$ cat config.mk
export PLATFORM = sky130hd
export DESIGN_NAME = eeprom_master
export DESIGN_NICKNAME = d
export VERILOG_FILES = /design/src/rtl/minx_io_pkg.sv /design/src/rtl/quarter_tick.sv /design/src/rtl/eeprom_master.sv
export SDC_FILE = /design/constraint.sdc
export NUM_CORES = 1
export LEC_CHECK = 0
export ABC_AREA = 0
export BUFFER_PORTS_ARGS = -buffer_cell sky130_fd_sc_hd__buf_2
export CAP_MARGIN = 20
export CORE_ASPECT_RATIO = 0.5
export CORE_MARGIN = 3
export CORE_UTILIZATION = 60
export CTS_BUF_LIST = sky130_fd_sc_hd__clkbuf_2 sky130_fd_sc_hd__clkbuf_4 sky130_fd_sc_hd__clkbuf_8
export DETAILED_ROUTE_END_ITERATION = 6
export GPL_TIMING_DRIVEN = 1
export PLACE_DENSITY_LB_ADDON = 0.05
export SLEW_MARGIN = 10
export SYNTH_ARGS = -nofsm -noshare
export SYNTH_HDL_FRONTEND = slang
export SYNTH_HIERARCHICAL = 1
export SYNTH_SLANG_ARGS = --single-unit
$ cat constraint.sdc
create_clock -name clk -period 7 [get_ports clk]
set_input_delay 1.4 -clock clk [delete_from_list [all_inputs] [get_ports clk]]
set_output_delay 1.4 -clock clk [all_outputs]
set_load 0.005 [all_outputs]
$ cat src/rtl/minx_io_pkg.sv
// Shared definitions for the EEPROM two-wire master: register offsets,
// CTRL bit positions and FSM state encodings.
package minx_io_pkg;

  localparam logic [1:0] OFF_CTRL = 2'd0;
  localparam logic [1:0] OFF_DATA = 2'd1;
  localparam logic [1:0] OFF_DIV  = 2'd2;

  localparam int unsigned CTRL_START = 0;
  localparam int unsigned CTRL_WRITE = 1;
  localparam int unsigned CTRL_READ  = 2;
  localparam int unsigned CTRL_STOP  = 3;
  localparam int unsigned CTRL_RACK  = 4;
  localparam int unsigned CTRL_IE    = 7;

  localparam logic [2:0] ST_IDLE     = 3'd0;
  localparam logic [2:0] ST_START    = 3'd1;
  localparam logic [2:0] ST_XFER_BIT = 3'd2;
  localparam logic [2:0] ST_XFER_ACK = 3'd3;
  localparam logic [2:0] ST_STOP     = 3'd4;

  function automatic logic [7:0] status_byte(input logic ie, input logic busy,
                                             input logic nack, input logic rack);
    return {ie, busy, nack, rack, 4'b0000};
  endfunction

endpackage

$ cat src/rtl/quarter_tick.sv
// Quarter-bit timebase: emits a one-cycle tick every DIV+1 clocks while a
// frame runs; the divider is captured at command launch.
module quarter_tick (
  input  logic       clk,
  input  logic       reset,
  input  logic       load,
  input  logic       run,
  input  logic [7:0] div_in,
  output logic       tick
);

  logic [7:0] count;
  logic [7:0] reload;

  // Down-counter reloading from the divider captured at launch
  always_ff @(posedge clk) begin
    if (reset) begin
      count  <= 8'd0;
      reload <= 8'd0;
    end else if (load) begin
      count  <= div_in;
      reload <= div_in;
    end else if (run) begin
      if (count == 8'd0) begin
        count <= reload;
      end else begin
        count <= count - 8'd1;
      end
    end
  end

  assign tick = run && !load && (count == 8'd0);

endmodule

$ cat src/rtl/eeprom_master.sv
// Memory-mapped two-wire master for the on-board EEPROM: sequences
// START / byte-write / byte-read / STOP frames and pulses irq on completion.
module eeprom_master
  import minx_io_pkg::*;
#(
  parameter logic [23:0] ADDR_BASE = 24'h2068,
  parameter logic [7:0]  DIV_RESET = 8'h0F
) (
  input  logic        clk,
  input  logic        reset,
  input  logic        bus_write,
  input  logic        bus_read,
  input  logic [23:0] bus_address_in,
  input  logic [7:0]  bus_data_in,
  output logic [7:0]  bus_data_out,
  output logic        scl,
  output logic        sda_out,
  input  logic        sda_in,
  output logic        irq
);

  logic [23:0] offset;
  logic        in_window;
  logic [1:0]  reg_sel;
  logic        ctrl_wr, data_wr, div_wr, launch, tick;

  logic [2:0]  state, nxt_state, first_state;
  logic [1:0]  qcnt, nxt_q;
  logic [2:0]  bcnt, nxt_b;
  logic        busy, ie, rack, rack_cmd, nack;
  logic        do_xfer, do_read, do_stop, cur_read;
  logic [7:0]  tx, rx, rx_shift, div;
  logic        done, smp_bit, smp_ack, rx_latch;
  logic        nxt_scl, nxt_sda;

  assign offset    = bus_address_in - ADDR_BASE;
  assign in_window = offset < 24'd3;
  assign reg_sel   = offset[1:0];
  assign ctrl_wr   = bus_write && in_window && (reg_sel == OFF_CTRL);
  assign data_wr   = bus_write && in_window && (reg_sel == OFF_DATA) && !busy;
  assign div_wr    = bus_write && in_window && (reg_sel == OFF_DIV) && !busy;
  assign launch    = ctrl_wr && !busy && (bus_data_in[3:0] != 4'b0000);
  assign cur_read  = launch ? (bus_data_in[CTRL_READ] && !bus_data_in[CTRL_WRITE]) : do_read;

  quarter_tick u_tick (
    .clk    (clk),
    .reset  (reset),
    .load   (launch),
    .run    (busy),
    .div_in (div),
    .tick   (tick)
  );

  // Phase entered first by a newly launched command
  always_comb begin
    first_state = ST_STOP;
    if (bus_data_in[CTRL_START]) begin
      first_state = ST_START;
    end else if (bus_data_in[CTRL_WRITE] || bus_data_in[CTRL_READ]) begin
      first_state = ST_XFER_BIT;
    end else begin
      first_state = ST_STOP;
    end
  end

  // Quarter/bit sequencing; the quarter counter wraps naturally at 3
  always_comb begin
    nxt_state = state;
    nxt_q     = qcnt;
    nxt_b     = bcnt;
    done      = 1'b0;
    smp_bit   = 1'b0;
    smp_ack   = 1'b0;
    rx_latch  = 1'b0;
    if (launch) begin
      nxt_state = first_state;
      nxt_q     = 2'd0;
      nxt_b     = 3'd0;
    end else if (tick) begin
      nxt_q = qcnt + 2'd1;
      case (state)
        ST_START: begin
          if (qcnt == 2'd3) begin
            if (do_xfer) begin
              nxt_state = ST_XFER_BIT;
            end else if (do_stop) begin
              nxt_state = ST_STOP;
            end else begin
              nxt_state = ST_IDLE;
              done      = 1'b1;
            end
          end else begin
            nxt_state = ST_START;
          end
        end
        ST_XFER_BIT: begin
          smp_bit = do_read && (qcnt == 2'd2);
          if (qcnt == 2'd3) begin
            nxt_b = bcnt + 3'd1;
            if (bcnt == 3'd7) begin
              nxt_state = ST_XFER_ACK;
            end else begin
              nxt_state = ST_XFER_BIT;
            end
          end else begin
            nxt_state = ST_XFER_BIT;
          end
        end
        ST_XFER_ACK: begin
          smp_ack = !do_read && (qcnt == 2'd2);
          if (qcnt == 2'd3) begin
            rx_latch = do_read;
            if (do_stop) begin
              nxt_state = ST_STOP;
            end else begin
              nxt_state = ST_IDLE;
              done      = 1'b1;
            end
          end else begin
            nxt_state = ST_XFER_ACK;
          end
        end
        ST_STOP: begin
          if (qcnt == 2'd3) begin
            nxt_state = ST_IDLE;
            done      = 1'b1;
          end else begin
            nxt_state = ST_STOP;
          end
        end
        default: nxt_state = ST_IDLE;
      endcase
    end else begin
      nxt_q = qcnt;
    end
  end

  // Line actions applied on entry to each quarter; unlisted lines hold
  always_comb begin
    nxt_scl = scl;
    nxt_sda = sda_out;
    if ((launch || tick) && (nxt_state != ST_IDLE)) begin
      case (nxt_state)
        ST_START: begin
          case (nxt_q)
            2'd0:    nxt_sda = 1'b1;
            2'd1:    nxt_scl = 1'b1;
            2'd2:    nxt_sda = 1'b0;
            default: nxt_scl = 1'b0;
          endcase
        end
        ST_XFER_BIT: begin
          case (nxt_q)
            2'd0:    nxt_sda = cur_read ? 1'b1 : tx[3'd7 - nxt_b];
            2'd1:    nxt_scl = 1'b1;
            2'd3:    nxt_scl = 1'b0;
            default: nxt_sda = sda_out;
          endcase
        end
        ST_XFER_ACK: begin
          case (nxt_q)
            2'd0:    nxt_sda = do_read ? !rack_cmd : 1'b1;
            2'd1:    nxt_scl = 1'b1;
            2'd3:    nxt_scl = 1'b0;
            default: nxt_sda = sda_out;
          endcase
        end
        ST_STOP: begin
          case (nxt_q)
            2'd0:    nxt_sda = 1'b0;
            2'd1:    nxt_scl = 1'b1;
            2'd2:    nxt_sda = 1'b1;
            default: nxt_sda = sda_out;
          endcase
        end
        default: nxt_sda = sda_out;
      endcase
    end else begin
      nxt_scl = scl;
      nxt_sda = sda_out;
    end
  end

  // Registers, command capture and bus-side register file
  always_ff @(posedge clk) begin
    if (reset) begin
      state    <= ST_IDLE;
      qcnt     <= 2'd0;
      bcnt     <= 3'd0;
      busy     <= 1'b0;
      ie       <= 1'b0;
      rack     <= 1'b0;
      rack_cmd <= 1'b0;
      nack     <= 1'b0;
      do_xfer  <= 1'b0;
      do_read  <= 1'b0;
      do_stop  <= 1'b0;
      tx       <= 8'h00;
      rx       <= 8'h00;
      rx_shift <= 8'h00;
      div      <= DIV_RESET;
      scl      <= 1'b1;
      sda_out  <= 1'b1;
      irq      <= 1'b0;
    end else begin
      state   <= nxt_state;
      qcnt    <= nxt_q;
      bcnt    <= nxt_b;
      scl     <= nxt_scl;
      sda_out <= nxt_sda;
      irq     <= done && ie;
      if (launch) begin
        busy     <= 1'b1;
        do_xfer  <= bus_data_in[CTRL_WRITE] || bus_data_in[CTRL_READ];
        do_read  <= bus_data_in[CTRL_READ] && !bus_data_in[CTRL_WRITE];
        do_stop  <= bus_data_in[CTRL_STOP];
        rack_cmd <= bus_data_in[CTRL_RACK];
      end else if (done) begin
        busy <= 1'b0;
      end
      if (ctrl_wr) begin
        ie   <= bus_data_in[CTRL_IE];
        rack <= bus_data_in[CTRL_RACK];
      end
      if (data_wr) begin
        tx <= bus_data_in;
      end
      if (div_wr) begin
        div <= bus_data_in;
      end
      if (smp_bit) begin
        rx_shift <= {rx_shift[6:0], sda_in};
      end
      if (smp_ack) begin
        nack <= sda_in;
      end
      if (rx_latch) begin
        rx <= rx_shift;
      end
    end
  end

  // Read mux; zero outside the window so several peripherals can be ORed
  always_comb begin
    bus_data_out = 8'h00;
    if (bus_read && in_window) begin
      case (reg_sel)
        OFF_CTRL: bus_data_out = status_byte(ie, busy, nack, rack);
        OFF_DATA: bus_data_out = rx;
        OFF_DIV:  bus_data_out = div;
        default:  bus_data_out = 8'h00;
      endcase
    end else begin
      bus_data_out = 8'h00;
    end
  end

endmodule

; Word level (Yosys, flattened, before mapping)
; Index checks and enable logic that the tools add are counted.
[word_totals]
regBits = 67
in_bits = 37
output_inout_bits = 11
elab_cells = 143
[op_classes]
n_addsub = 5
n_lt_le_gt_ge = 2
eq_ne = 23
muxes = 57
reduce_logical = 36
[op_table]
columns = cell, n
row1 = $mux W3, 14
row2 = $mux W8, 4
row3 = $mux W1, 27
row4 = $lt A24 B2 Y1 const B, 1
row5 = $pmux W8 S3, 1
row6 = $sub A24 B14 Y24 const B, 1
row7 = $logic_and A1 B1 Y1, 16
row8 = $eq A3 B2 Y1 const B, 4
row9 = $pmux W3 S4, 1
row10 = $eq A2 B2 Y1 const B, 5
row11 = $eq A3 B3 Y1 const B, 3
row12 = $logic_not A8 Y1, 1
row13 = $pmux W1 S2, 4
row14 = $reduce_bool A4 Y1, 2
row15 = $sub A8 B1 Y8 const B, 1
row16 = $eq A3 B1 Y1 const B, 2
row17 = $ne A2 B2 Y1 const B, 3
row18 = $ne A3 B3 Y1 const B, 2
row19 = $pmux W1 S3, 2
row20 = $reduce_and A6 Y1, 1
row21 = $reduce_bool A3 Y1, 2
row22 = $logic_not A1 Y1, 5
row23 = $reduce_and A5 Y1, 1
row24 = $eq A2 B1 Y1 const B, 2
row25 = 13 further kinds, 18

; Longest topological paths before layout
; Gate-level depths: netlist of the first run.
[depth]
word_depth = 17
ltp_mapped = 21

; Modules after synthesis
; Netlist of the first run, hierarchy kept.
[by_module_without_submodules]
columns = mod, instances, cells_per_inst, area_per_inst_um2
row1 = eeprom_master, 1, 382, 3071.7
row2 = quarter_tick, 1, 95, 867.1

; Least setup slack after synthesis of the first run
; OpenSTA, ideal clock, no wires.
[synth_path]
path_kind = input -> register
start = input port bus_address_in[9]
end = register sda_out
setup_time_ns = 0.121
arrival_time_ns = 5.618
t_required_ns = 6.879
setup_slack_ns = 1.261
stages = 18
path_buffers = 3
cell_sequence = or3_1 > o31a_1 > or4_1 > and3_1 > nor4_1 > nor3b_1 > buf_1 > nor3b_1 > clkbuf_1 > and2_0 > clkbuf_1 > nand2_1 > mux2i_1 > or3b_2 > a21oi_1 > mux2i_1 > a22oi_1 > o21ai_1
[synth_via]
elab_chain_cells = 17
word_cells_on_any_way = 39
[synth_lines]
columns = item, line_no
row1 = from (decl), eeprom_master.sv:13  ; input logic [23:0] bus_address_in,
row2 = $sub A24 B14 Y24 (*), eeprom_master.sv:36  ; assign offset = bus_address_in - ADDR_BASE;
row3 = $lt A24 B2 Y1 (*), eeprom_master.sv:37  ; assign in_window = offset < 24'd3;
row4 = $logic_and A1 B1 Y1 (*) (2 in series), eeprom_master.sv:39  ; assign ctrl_wr = bus_write && in_window && (reg_sel == OFF_CTRL);
row5 = $logic_and A1 B1 Y1 (*) (2 in series), eeprom_master.sv:42  ; assign launch = ctrl_wr && !busy && (bus_data_in[3:0] != 4'b0000);
row6 = net launch, eeprom_master.sv:25  ; logic ctrl_wr, data_wr, div_wr, launch, tick;
row7 = $logic_not A1 Y1 (*), quarter_tick.sv:32  ; assign tick = run && !load && (count == 8'd0);
row8 = $logic_and A1 B1 Y1 (*) (2 in series), quarter_tick.sv:32
row9 = net tick, eeprom_master.sv:25
row10 = $mux W3, eeprom_master.sv:79  ; end else if (tick) begin
row11 = $mux W3, eeprom_master.sv:75  ; if (launch) begin
row12 = $sub A3 B3 Y3, eeprom_master.sv:154  ; 2'd0: nxt_sda = cur_read ? 1'b1 : tx[3'd7 - nxt_b];
row13 = $bmux W1 S3, eeprom_master.sv:154
row14 = $mux W1 (not written as such), eeprom_master.sv:154
row15 = $mux W1, eeprom_master.sv:154
row16 = $mux W1, eeprom_master.sv:153  ; case (nxt_q)
row17 = $pmux W1 S4, eeprom_master.sv:143  ; case (nxt_state)
row18 = to (signal assigned), eeprom_master.sv:210  ; sda_out <= nxt_sda;
row19 = to (decl), eeprom_master.sv:17  ; output logic sda_out,
; Mark *: on every way through the listed nets, which the timed path passes. The rest lies on a longest branch. The select of a mux whose other input is x is not followed.
; A chain may end at the register's enable or synchronous reset.

; Final worst setup path of the first run
; Ends and elaborated chain as after synthesis.

==> impl_metrics.tcl, run 1 <==
set metrics [dict create \
    outcome "finished with violations" \
    failed_checks "design-rule violations" \
    postRouteAntennaNets 0 \
    iteration_0_drc_markers 273 \
    detailroute.wirelength.met3_um 784 \
    combPwrFrac 0.069 \
    flow.area_growth_from_synthesis_pct 11.56 \
    power_switching_share 0.2733 \
    capturing_element_type_of_the_critical_path "flip-flop" \
    post-route-util 0.7081 \
    share_clk_of_total_power 0.412 \
    initial_core_util 0.6347 \
    netlist_area_um2 3939 \
    dr_wl_met2_um 4061 \
    multi_input_comb_area_um2 2459 \
    grt_antenna_before_repair 0 \
    portBuffers 47 \
    synth_top_flop_cell "sky130_fd_sc_hd__dfxtp_1" \
    routed_wire_length_per_instance_um 15.88 \
    worstMarginPinSlew_ns 0.8999 \
    top_signal_layer_used "met4" \
    globalRoute.totalOverflow 0 \
    boundaryPins 48 \
    cell_area_power_density_nw_per_um2 166.9 \
    synth-xor-area-share 0.01112 \
    top_fanout_value_on_the_critical_path 24 \
    synth.area.mux_share 0.1239 \
    design.final.nets 559 \
    post-route-worst-setup-slack_ns 1.361 \
    worstPathRequired_ns 7.30 \
    insertedDiodeCount 0 \
    register_area_um2 1341 \
    synth_simple_gate_area_frac 0.2894 \
    setup-tns-final_ns 0 \
    worst-setup-path-type "input pin to flip-flop" \
    final.hold.worst_slack_ns 0.4690 \
    largest_family_of_logic_cells_by_synthesized_area "simple AND/OR/NAND/NOR gates" \
    slew_viol_final 0 \
    post_synth_main_area_contributors "sky130_fd_sc_hd__dfxtp_1 (34%), sky130_fd_sc_hd__mux2i_1 (11%), sky130_fd_sc_hd__nor2_1 (8.3%), sky130_fd_sc_hd__a21oi_1 (3.9%), sky130_fd_sc_hd__nand2_1 (2.7%)" \
    post_cts_buffers 0 \
    htree_num_levels 3 \
    synth_nets 521 \
    share_of_the_synthesized_area_in_compound_gates_ao_oa_aoi_oai 0.1763 \
    grt_first_pass_wirelength_um 15860 \
    rows 20 \
    final_layout_size_suffix_gt1_frac 0.1596 \
    detailedRoute.firstPassIterationCount 7 \
    grt.total_usage 0.2580 \
    detail_route.drc_violations 7 \
    grt_start_max_net_pins 64 \
    async_flop_share 0 \
    max_slew_headroom 0.3955 \
    cts_buffer_depth 2 \
    critPathLaunchType "input pin" \
    detailed_place_hpwl_um 6963 \
    fillCellCount 546 \
    synth_adder_area_share 0.02224 \
    fin_total_pwr_mw 0.7336 \
    syn-mean-instance-area_um2 8.257 \
    count_of_warnings_emitted_by_yosys 6 \
    clock_sink_count 67 \
    static_leak_nw 1.777 \
    synthMostInstantiatedCell "sky130_fd_sc_hd__nor2_1" \
    path_clk_slew_ns 0.08 \
    number_of_global_route_vias_before_repair 3281 \
    dpl_worst_slack_ns 1.048 \
    hold_viol_final 0 \
    total_via_count_in_the_routed_design 3677 \
    dieArea_um2 7632 \
    wirelength_met1_um 4767 \
    core_um2 6206 \
    seq_power_share 0.519 \
    hold_class "flip-flop to flip-flop" \
    rsz0062_at_grt "false" \
    period_share 0.8056 \
    ir_drop_mv 0.1850 \
    yosysUniqueCellTypes 69 \
    switching_power_mw 0.2005 \
    clock-root-buffer "sky130_fd_sc_hd__clkbuf_8" \
    yosys_register_bits 67 \
    critical_path_arrival_ns 5.94 \
    cts_resized 0 \
    list_of_most_frequent_post_synthesis_cells "sky130_fd_sc_hd__nor2_1 (87), sky130_fd_sc_hd__dfxtp_1 (67), sky130_fd_sc_hd__mux2i_1 (45)" \
    totalWireLength_um 9653 \
    synth.top_cell.area_share 0.3405 \
    cts-hold-fix-buffers 0 \
    number_of_maximum_capacitance_constraint_violations 0 \
    tritoncts "built" \
    worst_skew_ns 0.009404 \
    finalWorstPathRequiredPeriod_ns 5.639 \
    clk-insertion-delay-late_ns 0.36 \
    numCtsBuffers 9 \
    power_report.internal_total_mw 0.5331 \
    synthesis.instances 477 \
    die_width_um 120.6 \
    fmax_ghz 0.1773 \
    synth_largest_area_cell "sky130_fd_sc_hd__dfxtp_1" \
    setup_viol 0 \
    die-height_um 63.29 \
    synth_enable_flop_cells 0 \
    place_congestion 0.8781 \
    avgViaCountPerCell 6.048 \
    yosysSeqAreaShare 0.3405 \
]
-- critical path: stages --
cell,delay [ns]
sky130_fd_sc_hd__buf_2,0.11
sky130_fd_sc_hd__or3_1,0.43
sky130_fd_sc_hd__or4b_4,0.59
sky130_fd_sc_hd__o211a_2,0.16
sky130_fd_sc_hd__nor4_4,0.44
sky130_fd_sc_hd__nor3b_2,0.09
sky130_fd_sc_hd__buf_4,0.24
sky130_fd_sc_hd__nor3b_1,0.32
sky130_fd_sc_hd__buf_4,0.21
sky130_fd_sc_hd__and2_0,0.35
sky130_fd_sc_hd__a32oi_1,0.16
sky130_fd_sc_hd__nor2_1,0.14
sky130_fd_sc_hd__a21o_1,0.14
sky130_fd_sc_hd__nand2_1,0.06
sky130_fd_sc_hd__o221a_2,0.32
sky130_fd_sc_hd__a311o_1,0.35
sky130_fd_sc_hd__a211o_1,0.30
sky130_fd_sc_hd__o21ai_1,0.10
-- worst paths after layout --
kind,start,slack (ns),cells past startpoint,end
max,bus_address_in[9],1.36,18,sda_out
min,do_xfer,0.47,2,do_xfer
max reg2reg,u_tick/count[3],3.01,13,sda_out
min reg2reg,do_xfer,0.47,2,do_xfer
-- power by group through the flow --
stage | Sequential (mW) | Combinational, mW | Clock, mW
after global placement | 0.390 | 0.0493 | 0
after floorplan | 0.390 | 0.0261 | 0
final | 0.381 | 0.0505 | 0.302
after global routing | 0.381 | 0.0556 | 0.324
after detailed placement | 0.390 | 0.0495 | 0
after CTS | 0.381 | 0.0496 | 0.307
-- metrics by stage --
stage          area (µm²)  instances
6_report             4394        608
2_1_floorplan        3939        477
3_3_place_gp         4213        592
3_5_place_dp         4213        592
4_1_cts              4394        608
5_1_grt              4394        608
-- routing by layer --
| metal | up-vias | GRT usage |
|---|---|---|
| met4 | 0 | 0.04520 |
| met1 | 1719 | 0.3716 |
| met2 | 125 | 0.3836 |
| li1 | 1828 | - |
| met3 | 5 | 0.08072 |
| met5 | - | 0 |
-- flip-flops by register name, summed over array words and instances, names as in the netlist, 2 cells and up --
signal / cells
qcnt: 2
bcnt: 3
state: 3
u_tick/reload: 8
rx: 8
div: 8
rx_shift: 8
u_tick/count: 8
tx: 8
-- final cells by class --
| cell class | instances | area share |
|---|---|---|
| multi-input cells | 375 | 0.5595 |
| flip-flops and latches | 67 | 0.3052 |
| repair buffers | 50 | 0.05866 |
| clock buffers | 9 | 0.02819 |
| well taps | 88 | 0.02506 |
| clock inverters | 7 | 0.01310 |
| inverters | 12 | 0.01025 |
-- cells by family after synthesis --
logic type               Yosys count
AO/OA/AOI/OAI                    103
buffers and inverters             35
XOR/XNOR                           5
multiplexers                      48
AND/OR/NAND/NOR                  212
adder cells (fa/ha/maj)            7
flip-flops                        67
-- cells in the final DEF (no fill, tap or decap), types with 5 or more instances in the layout --
master / instances
sky130_fd_sc_hd__nand4b_1: 7
sky130_fd_sc_hd__nand3b_1: 6
sky130_fd_sc_hd__nor2_1: 87
sky130_fd_sc_hd__nor3b_1: 8
sky130_fd_sc_hd__o21ai_0: 11
sky130_fd_sc_hd__a21oi_1: 31
sky130_fd_sc_hd__nand2_1: 28
sky130_fd_sc_hd__buf_2: 47
sky130_fd_sc_hd__nand2b_1: 6
sky130_fd_sc_hd__nor4_1: 6
sky130_fd_sc_hd__a31oi_1: 5
sky130_fd_sc_hd__a22oi_1: 13
sky130_fd_sc_hd__inv_1: 12
sky130_fd_sc_hd__clkbuf_8: 9
sky130_fd_sc_hd__nand3_1: 9
sky130_fd_sc_hd__nor3_1: 14
sky130_fd_sc_hd__ha_1: 7
sky130_fd_sc_hd__dfxtp_1: 67
sky130_fd_sc_hd__nor2b_1: 6
sky130_fd_sc_hd__mux2i_1: 45
sky130_fd_sc_hd__a211o_1: 5
Note: power is estimated with default switching activity, not from simulation.
==> inputs of run 2 (changes only) <==
--- a/config.mk
+++ b/config.mk
@@ -10,7 +10,7 @@
 export CAP_MARGIN = 20
 export CORE_ASPECT_RATIO = 0.5
 export CORE_MARGIN = 3
-export CORE_UTILIZATION = 60
+export CORE_UTILIZATION = 55
 export CTS_BUF_LIST = sky130_fd_sc_hd__clkbuf_2 sky130_fd_sc_hd__clkbuf_4 sky130_fd_sc_hd__clkbuf_8
 export DETAILED_ROUTE_END_ITERATION = 6
 export GPL_TIMING_DRIVEN = 1
==> constraint.sdc (replaced) <==
create_clock -name clk -period 4.6 [get_ports clk]
set_input_delay 0.92 -clock clk [delete_from_list [all_inputs] [get_ports clk]]
set_output_delay 0.92 -clock clk [all_outputs]
set_load 0.005 [all_outputs]
==> run 2 against run 1 <==
  * The flow now finishes without violations
  * Wire length grew 7.5%
  * Via count grew 5.2%
  * Design area grew 6.6%
==> impl_metrics.tcl, run 2 (synthesized netlist as in run 1, its figures left out) <==
set metrics [dict create \
    static_leak_nw 1.961 \
    boundaryPins 48 \
    worst_skew_ns 0.008489 \
    numCtsBuffers 9 \
    slew_viol_final 0 \
    detailedRoute.firstPassIterationCount 5 \
    portBuffers 47 \
    clock_sink_count 67 \
    totalWireLength_um 10380 \
    regToRegSetupSlack_ns 1.00 \
    grt.total_usage 0.2545 \
    number_of_maximum_capacitance_constraint_violations 0 \
    place_congestion 0.8756 \
    top_fanout_value_on_the_critical_path 6 \
    capturing_element_type_of_the_critical_path "flip-flop" \
    tritoncts "built" \
    dieArea_um2 8275 \
    design.final.nets 593 \
    layout.cells.most_common "sky130_fd_sc_hd__nor2_1" \
    clk-insertion-delay-late_ns 0.36 \
    total_via_count_in_the_routed_design 3869 \
    worstPathRequired_ns 4.89 \
    iteration_0_drc_markers 248 \
    routed_wire_length_per_instance_um 16.07 \
    dr_wl_met2_um 4598 \
    switching_power_mw 0.2916 \
    insertedDiodeCount 0 \
    number_of_cells_on_the_worst_reg_to_reg_path 14 \
    initial_core_util 0.5788 \
    flow.area_growth_from_synthesis_pct 18.96 \
    detailed_place_hpwl_um 7756 \
    top_signal_layer_used "met4" \
    avgViaCountPerCell 5.989 \
    clock-root-buffer "sky130_fd_sc_hd__clkbuf_8" \
    post-route-util 0.6885 \
    worstMarginPinSlew_ns 1.229 \
    final_layout_size_suffix_gt1_frac 0.2202 \
    crit_start "bus_address_in[3]" \
    rows 21 \
    die_width_um 125.7 \
    number_of_global_route_vias_before_repair 3484 \
    outcome "completed" \
    seq_power_share 0.518 \
    critPathLaunchType "input pin" \
    mostFrequentLayoutCells "sky130_fd_sc_hd__nor2_1 (87), sky130_fd_sc_hd__dfxtp_1 (67), sky130_fd_sc_hd__buf_2 (47)" \
    globalRoute.totalOverflow 0 \
    htree_num_levels 3 \
    cts_resized 0 \
    hold_viol_final 0 \
    grt_first_pass_wirelength_um 16990 \
    combPwrFrac 0.081 \
    detailroute.wirelength.met3_um 698 \
    die-height_um 65.84 \
    worstReg2RegEnd "sda_out" \
    grt_antenna_before_repair 0 \
    finalWorstPathRequiredPeriod_ns 4.405 \
    setup_viol 0 \
    post_cts_buffers 0 \
    multi_input_comb_area_um2 2494 \
    power_report.internal_total_mw 0.8271 \
    power_switching_share 0.2607 \
    hold_class "flip-flop to flip-flop" \
    grt_start_max_net_pins 44 \
    core_um2 6805 \
    rsz0062_at_grt "false" \
    worst-setup-path-type "input pin to flip-flop" \
    fmax_ghz 0.2270 \
    cts_buffer_depth 2 \
    cell_area_power_density_nw_per_um2 238.7 \
    wirelength_met1_um 4941 \
    ir_drop_mv 0.1136 \
    critical_path.reg2reg.startpoint "u_tick/count[0]" \
    cts-hold-fix-buffers 0 \
    max_slew_headroom 0.1790 \
    path_clk_slew_ns 0.07 \
    critical_path_arrival_ns 4.69 \
    share_clk_of_total_power 0.401 \
    period_share 0.9576 \
    detail_route.drc_violations 0 \
    setup-tns-final_ns 0 \
    register_area_um2 1341 \
    postRouteAntennaNets 0 \
    fillCellCount 578 \
    fin_total_pwr_mw 1.119 \
    setup.worst_path.end "sda_out" \
]
-- run 2: area by class of cell --
class	instances	area share
clock buffer	10	0.02937
sequential	67	0.2862
clock inverter	6	0.008545
timing repair buffer	84	0.1095
tap	92	0.02457
inverter	12	0.009613
multi-input combinational	375	0.5322
-- run 2: worst min path at each step --
stage / from / to / depth (start not counted)
finish: rack_cmd / rack_cmd / 2
detailed placement: rack_cmd / rack_cmd / 2
global route: rack_cmd / rack_cmd / 2
floorplan: do_xfer / do_xfer / 2
global placement: rack_cmd / rack_cmd / 2
CTS: rack_cmd / rack_cmd / 2
-- run 2: metal layers --
layer	up-vias	track usage
met3	17	0.05403
met5	-	0
met2	124	0.3983
li1	1885	-
met4	0	0.07838
met1	1843	0.3542
-- run 2: per-stage QoR --
step | hold WS [ns] | instances | setup slack (ns) | cell area [µm²]
after floorplan | 0.4274 | 477 | -0.08658 | 3996
after global routing | 0.4992 | 646 | 0.01565 | 4686
final | 0.4533 | 646 | 0.1949 | 4686
after detailed placement | 0.4438 | 630 | -0.1207 | 4504
after global placement | 0.4451 | 630 | -0.02165 | 4504
after CTS | 0.4531 | 646 | 0.2442 | 4682
-- run 2: power by group through the flow --
stage / Clock (mW) / Combinational (mW) / Sequential, mW
after floorplan: 0 / 0.0408 / 0.593
after global placement: 0 / 0.0890 / 0.593
after detailed placement: 0 / 0.0895 / 0.593
after CTS: 0.459 / 0.0897 / 0.580
after global routing: 0.482 / 0.0986 / 0.579
final: 0.448 / 0.0910 / 0.580
-- run 2: worst max-delay path: stages --
cell and delay [ns]:
sky130_fd_sc_hd__buf_2 0.10, sky130_fd_sc_hd__inv_1 0.05, sky130_fd_sc_hd__ha_1 0.17, sky130_fd_sc_hd__and3b_1 0.21
sky130_fd_sc_hd__buf_4 0.14, sky130_fd_sc_hd__o31ai_1 0.22, sky130_fd_sc_hd__buf_4 0.17, sky130_fd_sc_hd__a211oi_1 0.10
sky130_fd_sc_hd__nor4_4 0.35, sky130_fd_sc_hd__nor3b_4 0.09, sky130_fd_sc_hd__nor3b_1 0.29, sky130_fd_sc_hd__and2_0 0.32
sky130_fd_sc_hd__a32oi_1 0.14, sky130_fd_sc_hd__nor2_1 0.15, sky130_fd_sc_hd__a21o_1 0.13, sky130_fd_sc_hd__nand2_1 0.06
sky130_fd_sc_hd__o221a_2 0.32, sky130_fd_sc_hd__a311o_1 0.35, sky130_fd_sc_hd__a211o_1 0.30, sky130_fd_sc_hd__o21ai_1 0.10
